$ cat src/rtl/branch_resolver_if.sv
// branch_resolver_if: fetch-push, execute-resolve and table-update signals
// of the branch resolver. master = fetch/execute/table side, slave = resolver.
`timescale 1ns/1ps

interface branch_resolver_if #(
    parameter int DEPTH = 4,
    parameter int IDX_W = 3
);
    localparam int CNT_W = $clog2(DEPTH + 1);

    // fetch push channel
    logic             pred_valid;
    logic             pred_ready;
    logic [IDX_W-1:0] pred_idx;
    logic             pred_taken;
    logic [15:0]      pred_target;
    logic [15:0]      pred_fallthru;

    // execute resolve channel
    logic             res_valid;
    logic             res_taken;
    logic [15:0]      res_target;

    // redirect and table update
    logic             mispredict;
    logic [15:0]      redirect_pc;
    logic             upd_load;
    logic [IDX_W-1:0] upd_idx;
    logic             upd_branched;

    // status
    logic [CNT_W-1:0] outstanding;
    logic             res_error;

    modport master (
        output pred_valid, pred_idx, pred_taken, pred_target, pred_fallthru,
        output res_valid, res_taken, res_target,
        input  pred_ready, mispredict, redirect_pc,
        input  upd_load, upd_idx, upd_branched, outstanding, res_error
    );

    modport slave (
        input  pred_valid, pred_idx, pred_taken, pred_target, pred_fallthru,
        input  res_valid, res_taken, res_target,
        output pred_ready, mispredict, redirect_pc,
        output upd_load, upd_idx, upd_branched, outstanding, res_error
    );
endinterface

$ cat src/rtl/branch_resolver.sv
// branch_resolver: in-order queue of in-flight branch predictions. The oldest
// record is compared with the execute outcome; a wrong prediction raises a
// redirect and squashes every younger record. Every resolution writes the
// outcome back to the 2-bit branch history table.
// Optional: define BRANCH_RESOLVER_STATS_EN for saturating resolve/mispredict
// counters (stat_resolved, stat_mispredict).
`timescale 1ns/1ps

module branch_resolver #(
    parameter int DEPTH = 4,
    parameter int IDX_W = 3
) (
    input  logic             clk,
    input  logic             reset_n,
    branch_resolver_if.slave bus
`ifdef BRANCH_RESOLVER_STATS_EN
    ,
    output logic [15:0]      stat_resolved,
    output logic [15:0]      stat_mispredict
`endif
);
    localparam int PTR_W = (DEPTH > 1) ? $clog2(DEPTH) : 1;
    localparam int CNT_W = $clog2(DEPTH + 1);

    typedef struct packed {
        logic [IDX_W-1:0] idx;
        logic             taken;
        logic [15:0]      target;
        logic [15:0]      fallthru;
    } rec_t;

    rec_t             mem [DEPTH];
    logic [PTR_W-1:0] head;
    logic [PTR_W-1:0] tail;
    logic [CNT_W-1:0] count;

    rec_t             head_rec;
    logic             full;
    logic             empty;
    logic             pop;
    logic             push;
    logic             mis;
    logic [15:0]      fix_pc;

    assign full     = (count == CNT_W'(DEPTH));
    assign empty    = (count == '0);
    assign head_rec = mem[head];
    assign pop      = bus.res_valid && !empty;
    // a push alongside a mispredict is younger than the bad branch: drop it
    assign push     = bus.pred_valid && !full && !mis;

    assign bus.pred_ready  = !full;
    assign bus.outstanding = count;

    // compare the outcome with the oldest record
    always_comb begin
        mis    = 1'b0;
        fix_pc = head_rec.fallthru;
        if (pop) begin
            if (bus.res_taken != head_rec.taken)
                mis = 1'b1;
            else if (bus.res_taken && (bus.res_target != head_rec.target))
                mis = 1'b1;
            fix_pc = bus.res_taken ? bus.res_target : head_rec.fallthru;
        end
    end

    // record storage; contents are meaningless outside head..tail, so no reset
    always_ff @(posedge clk) begin
        if (push)
            mem[tail] <= '{idx:      bus.pred_idx,
                           taken:    bus.pred_taken,
                           target:   bus.pred_target,
                           fallthru: bus.pred_fallthru};
    end

    // pointers and occupancy; a mispredict empties the queue
    always_ff @(posedge clk or negedge reset_n) begin
        if (!reset_n) begin
            head  <= '0;
            tail  <= '0;
            count <= '0;
        end else if (mis) begin
            head  <= '0;
            tail  <= '0;
            count <= '0;
        end else begin
            if (push) tail <= tail + PTR_W'(1);
            if (pop)  head <= head + PTR_W'(1);
            count <= count + CNT_W'(push) - CNT_W'(pop);
        end
    end

    // registered redirect, table update and error pulses
    always_ff @(posedge clk or negedge reset_n) begin
        if (!reset_n) begin
            bus.mispredict   <= 1'b0;
            bus.redirect_pc  <= '0;
            bus.upd_load     <= 1'b0;
            bus.upd_idx      <= '0;
            bus.upd_branched <= 1'b0;
            bus.res_error    <= 1'b0;
        end else begin
            bus.mispredict <= mis;
            bus.upd_load   <= pop;
            bus.res_error  <= bus.res_valid && empty;
            if (mis)
                bus.redirect_pc <= fix_pc;
            if (pop) begin
                bus.upd_idx      <= head_rec.idx;
                bus.upd_branched <= bus.res_taken;
            end
        end
    end

`ifdef BRANCH_RESOLVER_STATS_EN
    // saturating resolve / mispredict counters
    always_ff @(posedge clk or negedge reset_n) begin
        if (!reset_n) begin
            stat_resolved   <= '0;
            stat_mispredict <= '0;
        end else begin
            if (pop && (stat_resolved != 16'hFFFF))
                stat_resolved <= stat_resolved + 16'd1;
            if (mis && (stat_mispredict != 16'hFFFF))
                stat_mispredict <= stat_mispredict + 16'd1;
        end
    end
`endif

endmodule

$ cat src/flat_wrapper.sv
// flat-port wrapper written by rule: the top's interface ports become plain ports
module branch_resolver_flat 
#(
    parameter int DEPTH = 4,
    parameter int IDX_W = 3
)
  (clk, reset_n, bus_pred_valid, bus_pred_idx, bus_pred_taken, bus_pred_target, bus_pred_fallthru, bus_res_valid, bus_res_taken, bus_res_target, bus_pred_ready, bus_mispredict, bus_redirect_pc, bus_upd_load, bus_upd_idx, bus_upd_branched, bus_outstanding, bus_res_error);
  branch_resolver_if #(.DEPTH(DEPTH), .IDX_W(IDX_W)) bus_i ();
  input  logic clk;
  input  logic reset_n;
  input wire logic [$bits(bus_i.pred_valid)-1:0] bus_pred_valid;
  input wire logic [$bits(bus_i.pred_idx)-1:0] bus_pred_idx;
  input wire logic [$bits(bus_i.pred_taken)-1:0] bus_pred_taken;
  input wire logic [$bits(bus_i.pred_target)-1:0] bus_pred_target;
  input wire logic [$bits(bus_i.pred_fallthru)-1:0] bus_pred_fallthru;
  input wire logic [$bits(bus_i.res_valid)-1:0] bus_res_valid;
  input wire logic [$bits(bus_i.res_taken)-1:0] bus_res_taken;
  input wire logic [$bits(bus_i.res_target)-1:0] bus_res_target;
  output wire logic [$bits(bus_i.pred_ready)-1:0] bus_pred_ready;
  output wire logic [$bits(bus_i.mispredict)-1:0] bus_mispredict;
  output wire logic [$bits(bus_i.redirect_pc)-1:0] bus_redirect_pc;
  output wire logic [$bits(bus_i.upd_load)-1:0] bus_upd_load;
  output wire logic [$bits(bus_i.upd_idx)-1:0] bus_upd_idx;
  output wire logic [$bits(bus_i.upd_branched)-1:0] bus_upd_branched;
  output wire logic [$bits(bus_i.outstanding)-1:0] bus_outstanding;
  output wire logic [$bits(bus_i.res_error)-1:0] bus_res_error;
  assign bus_i.pred_valid = bus_pred_valid;
  assign bus_i.pred_idx = bus_pred_idx;
  assign bus_i.pred_taken = bus_pred_taken;
  assign bus_i.pred_target = bus_pred_target;
  assign bus_i.pred_fallthru = bus_pred_fallthru;
  assign bus_i.res_valid = bus_res_valid;
  assign bus_i.res_taken = bus_res_taken;
  assign bus_i.res_target = bus_res_target;
  assign bus_pred_ready = bus_i.pred_ready;
  assign bus_mispredict = bus_i.mispredict;
  assign bus_redirect_pc = bus_i.redirect_pc;
  assign bus_upd_load = bus_i.upd_load;
  assign bus_upd_idx = bus_i.upd_idx;
  assign bus_upd_branched = bus_i.upd_branched;
  assign bus_outstanding = bus_i.outstanding;
  assign bus_res_error = bus_i.res_error;
  branch_resolver #(.DEPTH(DEPTH), .IDX_W(IDX_W)) u_core (.clk(clk), .reset_n(reset_n), .bus(bus_i));
endmodule
$ cat config.mk
export PLATFORM = sky130hd
export DESIGN_NAME = branch_resolver_flat
export DESIGN_NICKNAME = d
export VERILOG_FILES = /design/src/rtl/branch_resolver_if.sv /design/src/rtl/branch_resolver.sv /design/src/flat_wrapper.sv
export SDC_FILE = /design/constraint.sdc
export NUM_CORES = 1
export LEC_CHECK = 0
export CORE_MARGIN = 5
export CORE_UTILIZATION = 68
export DETAILED_ROUTE_END_ITERATION = 6
export DONT_BUFFER_PORTS = 1
export PLACE_DENSITY = 0.92
export REMOVE_ABC_BUFFERS = 1
export SETUP_SLACK_MARGIN = 0.3
export SYNTH_ARGS = -nofsm -noshare
export SYNTH_HDL_FRONTEND = slang
export SYNTH_SLANG_ARGS = --single-unit
$ cat constraint.sdc
create_clock -name clk -period 12.05 [get_ports clk]
set_input_delay 1.205 -clock clk [delete_from_list [all_inputs] [get_ports clk]]
set_output_delay 1.205 -clock clk [all_outputs]
set_load 0.02 [all_outputs]
# Yosys cells after proc, flatten, opt, wreduce, memory -nomap -nowiden
# Memory sizes are Yosys's and may differ from the RTL's.
# Cells that the tools add are included.
# classes
add_sub_neg	4
n_mul	0
n_div	0
n_lt_le_gt_ge	0
n_eq_ne	3
shift	0
muxes	12
bitwise	0
reduce_logical	11
# op_table
cell	n
2-to-1 mux 16 bit	2
inequality test 16 bit	1
2-to-1 mux 2 bit	4
logical AND 1 bit	5
2-to-1 mux 1 bit	5
adder 2 x 1 -> 2 bit, second input constant	2
nonzero test 2 bit	2
adder 3 x 1 -> 3 bit	1
equality test 3 bit, second input constant	1
zero test 1 bit	3
zero test 3 bit	1
2-to-1 mux 3 bit	1
subtractor 3 x 1 -> 3 bit	1
inequality test 1 bit	1
# totals
regBits	30
latchBits	0
ram_bits	144
mem_bits_ro	0
input_bits	57
output_inout_bits	27
wordCells	40
mem_count	1
# mem_list
memory	depth	width	read_ports	rd_clocked_by_memory_dff	wr	line_no	text
u_core.mem	4	36	1	0	1	branch_resolver.sv:32	rec_t mem [DEPTH];

# Logic depth before layout (Yosys ltp)
# An unclocked memory read counts as a cell.
# logic_depth
ltp_word	11
ltp_mapped	17

# Worst setup path after synthesis
# No wires, ideal clock.
# synth_path
kind	input -> register
startpoint	input bus_res_target[5]
endpoint	memory u_core.mem[2][0] (netlist bit), enable pin
arrival_ns	4.949
required_time_ns	11.568
path_slack_ns	6.620
cell_stages	7
path_cell_list	inv_1 -> nor2_1 -> or4_1 -> a21oi_1 -> a31oi_1 -> buf_4 -> nor3b_1
# synth_between
elab_chain_len	9
# synth_lines
element	line_no	text
from (decl)	flat_wrapper.sv:18	input wire logic [$bits(bus_i.res_target)-1:0] bus_res_target;
inequality test 16 bit	branch_resolver.sv:62	else if (bus.res_taken && (bus.res_target != head_rec.target))
logical AND 1 bit	branch_resolver.sv:62	
2-to-1 mux 1 bit	branch_resolver.sv:62	
2-to-1 mux 1 bit	branch_resolver.sv:60	if (bus.res_taken != head_rec.taken)
2-to-1 mux 1 bit	branch_resolver.sv:59	if (pop) begin
zero test 1 bit	branch_resolver.sv:50	assign push = bus.pred_valid && !full && !mis;
logical AND 1 bit	branch_resolver.sv:50	
2-to-1 mux 1 bit	branch_resolver.sv:70	if (push)
2-to-1 mux 1 bit (not written as such)	branch_resolver.sv:71	mem[tail] <= '{idx: bus.pred_idx,
to (decl)	branch_resolver.sv:32	
# Every way passes these cells.

# Final worst setup path
# layout_path
startpoint	register u_core.head[0]
endpoint	register u_core.count[2], in the netlist u_core.bus.outstanding[2]
# layout_between
elab_chain_len	11
elab_cells_between_ends	12
classes_between	add/sub: 2; eq/ne: 2; mux: 4; reduce/logical: 3; memory: 1
# layout_lines
element	line_no	text
from (decl)	branch_resolver.sv:33	logic [PTR_W-1:0] head;
from (signal assigned)	branch_resolver.sv:89	if (pop) head <= head + PTR_W'(1);
memory (4 x 36 bit) (*)	-	
inequality test 16 bit	branch_resolver.sv:62	
logical AND 1 bit	branch_resolver.sv:62	
2-to-1 mux 1 bit	branch_resolver.sv:62	
2-to-1 mux 1 bit (*)	branch_resolver.sv:60	
2-to-1 mux 1 bit (*)	branch_resolver.sv:59	
zero test 1 bit	branch_resolver.sv:50	
logical AND 1 bit	branch_resolver.sv:50	
adder 3 x 1 -> 3 bit	branch_resolver.sv:90	count <= count + CNT_W'(push) - CNT_W'(pop);
subtractor 3 x 1 -> 3 bit	branch_resolver.sv:90	
2-to-1 mux 3 bit (*)	branch_resolver.sv:83	end else if (mis) begin
to (signal assigned)	branch_resolver.sv:90	
to (decl)	branch_resolver.sv:35	logic [CNT_W-1:0] count;
# Mark *: on every way between the ends. The rest lies on a longest branch, timed or not.
# A chain may end at the register's enable or synchronous reset.

==> metrics.cfg <==
[cells_and_area]
design_area_mm2=0.00775
drive_above_1_share_pct=27.6
nets=432
antenna_cells=0
synthToLayoutAreaGrowth_pct=10.6
final_cells=517

[global_routing]
overflow=0
grt_usage_pct=23.0
grt_start_max_net_pins=37
grt_pass1_wl_um=20900
grt_pass1_vias=3541
grt_antenna_before_repair=0

[sta]
max_slew.worst_pin.slew_ns=0.982
fmax_ghz=0.250
slew_headroom_pct=34.4
finClkSkew_ns=0.0112
finalHoldViolCount=0
rsz0062_at_grt=no
setup-violations-final=0
finalMaxSlewViolations=0
fin_tns_setup_ns=0
fin_crit_ns=4.01
finalCritPeriodShare_pct=33.3

[job]
maxCapViolations=0

[yosys]
synth_ff_type=edfxtp_1
postSynthCellCount=355
async_flop_share_pct=17.2
syn_avg_cell_area_um2=19.7
yosys_register_bits=174
ys_seq_area_share_pct=72.4
synth_edf_count=144
ys_warn_count=0
synth_cell_type_count=38
syn_area_mm2=0.00701

[cts]
post_cts_buffers=0
cts_tree=built
holdBufCountCts=0
cts_buffer_depth=2
cts_htree_levels=4
cts_buffers=17
clock_latency_ns=0.53
cts_resized=0
cts.clk_slew.worst_paths_ns=0.07
root_buffer=clkbuf_8
clock_sinks=174

[worst_setup_path]
setup.worst_path.start_class=register
slowest_delay_ns=0.61
crit_chain=buf_4 -> mux4_2 -> xor2_1 -> nor4_2 -> o2111a_1 -> a31oi_4 -> nor2_1 -> ha_1 -> inv_1 -> fa_1 -> xor2_1 -> xnor2_1 -> nor2_1
crit_slowest_cell=mux4_2
worstSetupEndpointType=register
path_max_fanout=32
worst_ep_arrival_time_ns=4.39
required_ns=12.44
criticalPathCategory=register to register
cp_top_family=multiplexers
crit_buf_inv=2

[detailed_routing]
final_antenna_net_count=0
drt-initial-drc-count=267
drc=0
num_vias=3314
first_pass_iters=5
drt_wl_total_um=13400
wire_per_inst_um=25.9
via_per_inst=6.41

[placed_design]
gp_congestion=0.709
port_buffers=0
placed_area_mm2=0.00718
placedCellCount=485
hpwl_um=8140

[power]
vdd_drop_max_mv=0.163
fin_total_pwr_uw=1880
p_leak_uw=0.00268
p_per_area_mw_per_mm2=243

[floorplan]
fp.dieW_um=112
top_level_ports=84
num_rows=37
die_h_um=112
start_util_pct=68.8
dieArea_mm2=0.0124
core-area_mm2=0.0102

[run_status]
status=finished, final reports clean

[hold_path]
hold_path.class=input pin to asynchronous set/reset pin

==> worst paths after layout <==
path / startpoint / to / slack, ns / depth (start not counted)
max in group asynchronous: reset_n / u_core.bus.redirect_pc[3]$_DFFE_PN0N_ / 11.60 / 0
min in group clk: u_core.tail[1]$_DFFE_PN0P_ / u_core.tail[1]$_DFFE_PN0P_ / 0.62 / 2
min: reset_n / u_core.head[1]$_DFFE_PN0P_ / 0.36 / 0
min reg2reg: u_core.tail[1]$_DFFE_PN0P_ / u_core.tail[1]$_DFFE_PN0P_ / 0.62 / 2
max: u_core.head[0]$_DFFE_PN0P_ / u_core.bus.outstanding[2]$_DFF_PN0_ / 8.04 / 13
max reg2reg: u_core.head[0]$_DFFE_PN0P_ / u_core.bus.outstanding[2]$_DFF_PN0_ / 8.04 / 13
==> final cells by class <==
type | count | area (um2)
multi-input cells | 160 | 1850
clock buffers | 23 | 488
flip-flops and latches | 174 | 5080
repair buffers | 7 | 52.6
clock inverters | 9 | 83.8
well taps | 136 | 170
fillers | 545 | 2430
inverters | 8 | 30.0
==> power breakdown <==
group	leakage, uW	internal (uW)	switching (uW)
sequential	0.00167	782	119
combinational	0.000734	239	228
clock	0.000271	302	214
==> cell usage after synthesis, types with 2 or more instances <==
cell type	number	area, um2
nor3b_2	3	37.5
dfrtp_1	30	751
mux2_4	16	240
nor3_1	2	10.0
buf_6	4	45.0
buf_4	2	15.0
xor2_1	12	105
edfxtp_1	144	4320
mux2_2	14	158
a21oi_1	2	10.0
a2bb2oi_1	2	17.5
ha_1	6	75.1
xnor2_1	10	87.6
buf_2	4	20.0
mux2i_1	14	140
o21ai_0	4	20.0
nand2_1	22	82.6
clkbuf_1	3	11.3
inv_1	7	26.3
mux4_2	29	653
nor2_1	7	26.3
nand2b_1	2	12.5
==> state kept, by name, summed over array words and instances, names as in the netlist <==
signal / count
u_core.mem: 144
u_core.bus.redirect_pc: 16
u_core.bus.outstanding: 3
u_core.bus.upd_idx: 3
u_core.head: 2
u_core.tail: 2
u_core.bus.mispredict: 1
u_core.bus.res_error: 1
u_core.bus.upd_branched: 1
u_core.bus.upd_load: 1
==> cell families (layout without fill, tap and decap cells) <==
kind of cell	after synthesis	in the layout	synth area share, %
buf+inv	21	47	1.73
mux	74	74	17.2
simple gates	44	44	3.23
xor+xnor	22	22	2.75
compound gates	13	13	1.39
fa+ha+maj	7	7	1.36
flops	174	174	72.4
==> layer usage <==
metal | up-vias | share of wire [%] | GRT usage (%)
met5 | - | 0 | 0
met4 | 0 | 2.4 | 7.79
met3 | 34 | 7.5 | 7.93
met2 | 148 | 53 | 37.7
met1 | 1720 | 37 | 29.0
li1 | 1412 | - | -
==> layout by cell type, fill, tap and decap left out, drive strengths merged, types with 2 or more instances in the layout <==
cell      count
xor2         12
a2bb2oi       2
clkinv        5
edfxtp      144
mux2i        14
clkbuf       23
nor2          7
xnor2        10
buf           7
inv           7
nand2b        2
nand2        22
mux2         31
clkinvlp      4
dfrtp        30
mux4         29
nor3          2
nor3b         4
o21ai         4
ha            6
a21oi         2
==> through the flow <==
stage	setup slack [ns]	hold WS [ns]	utilization (%)
floorplan	5.08	0.543	-
global placement	8.17	0.568	70.5
detailed placement	7.99	0.609	70.5
CTS	7.95	0.342	76.1
global route	7.71	0.330	76.1
finish	8.04	0.359	76.1
(Power assumes the default switching activity.)
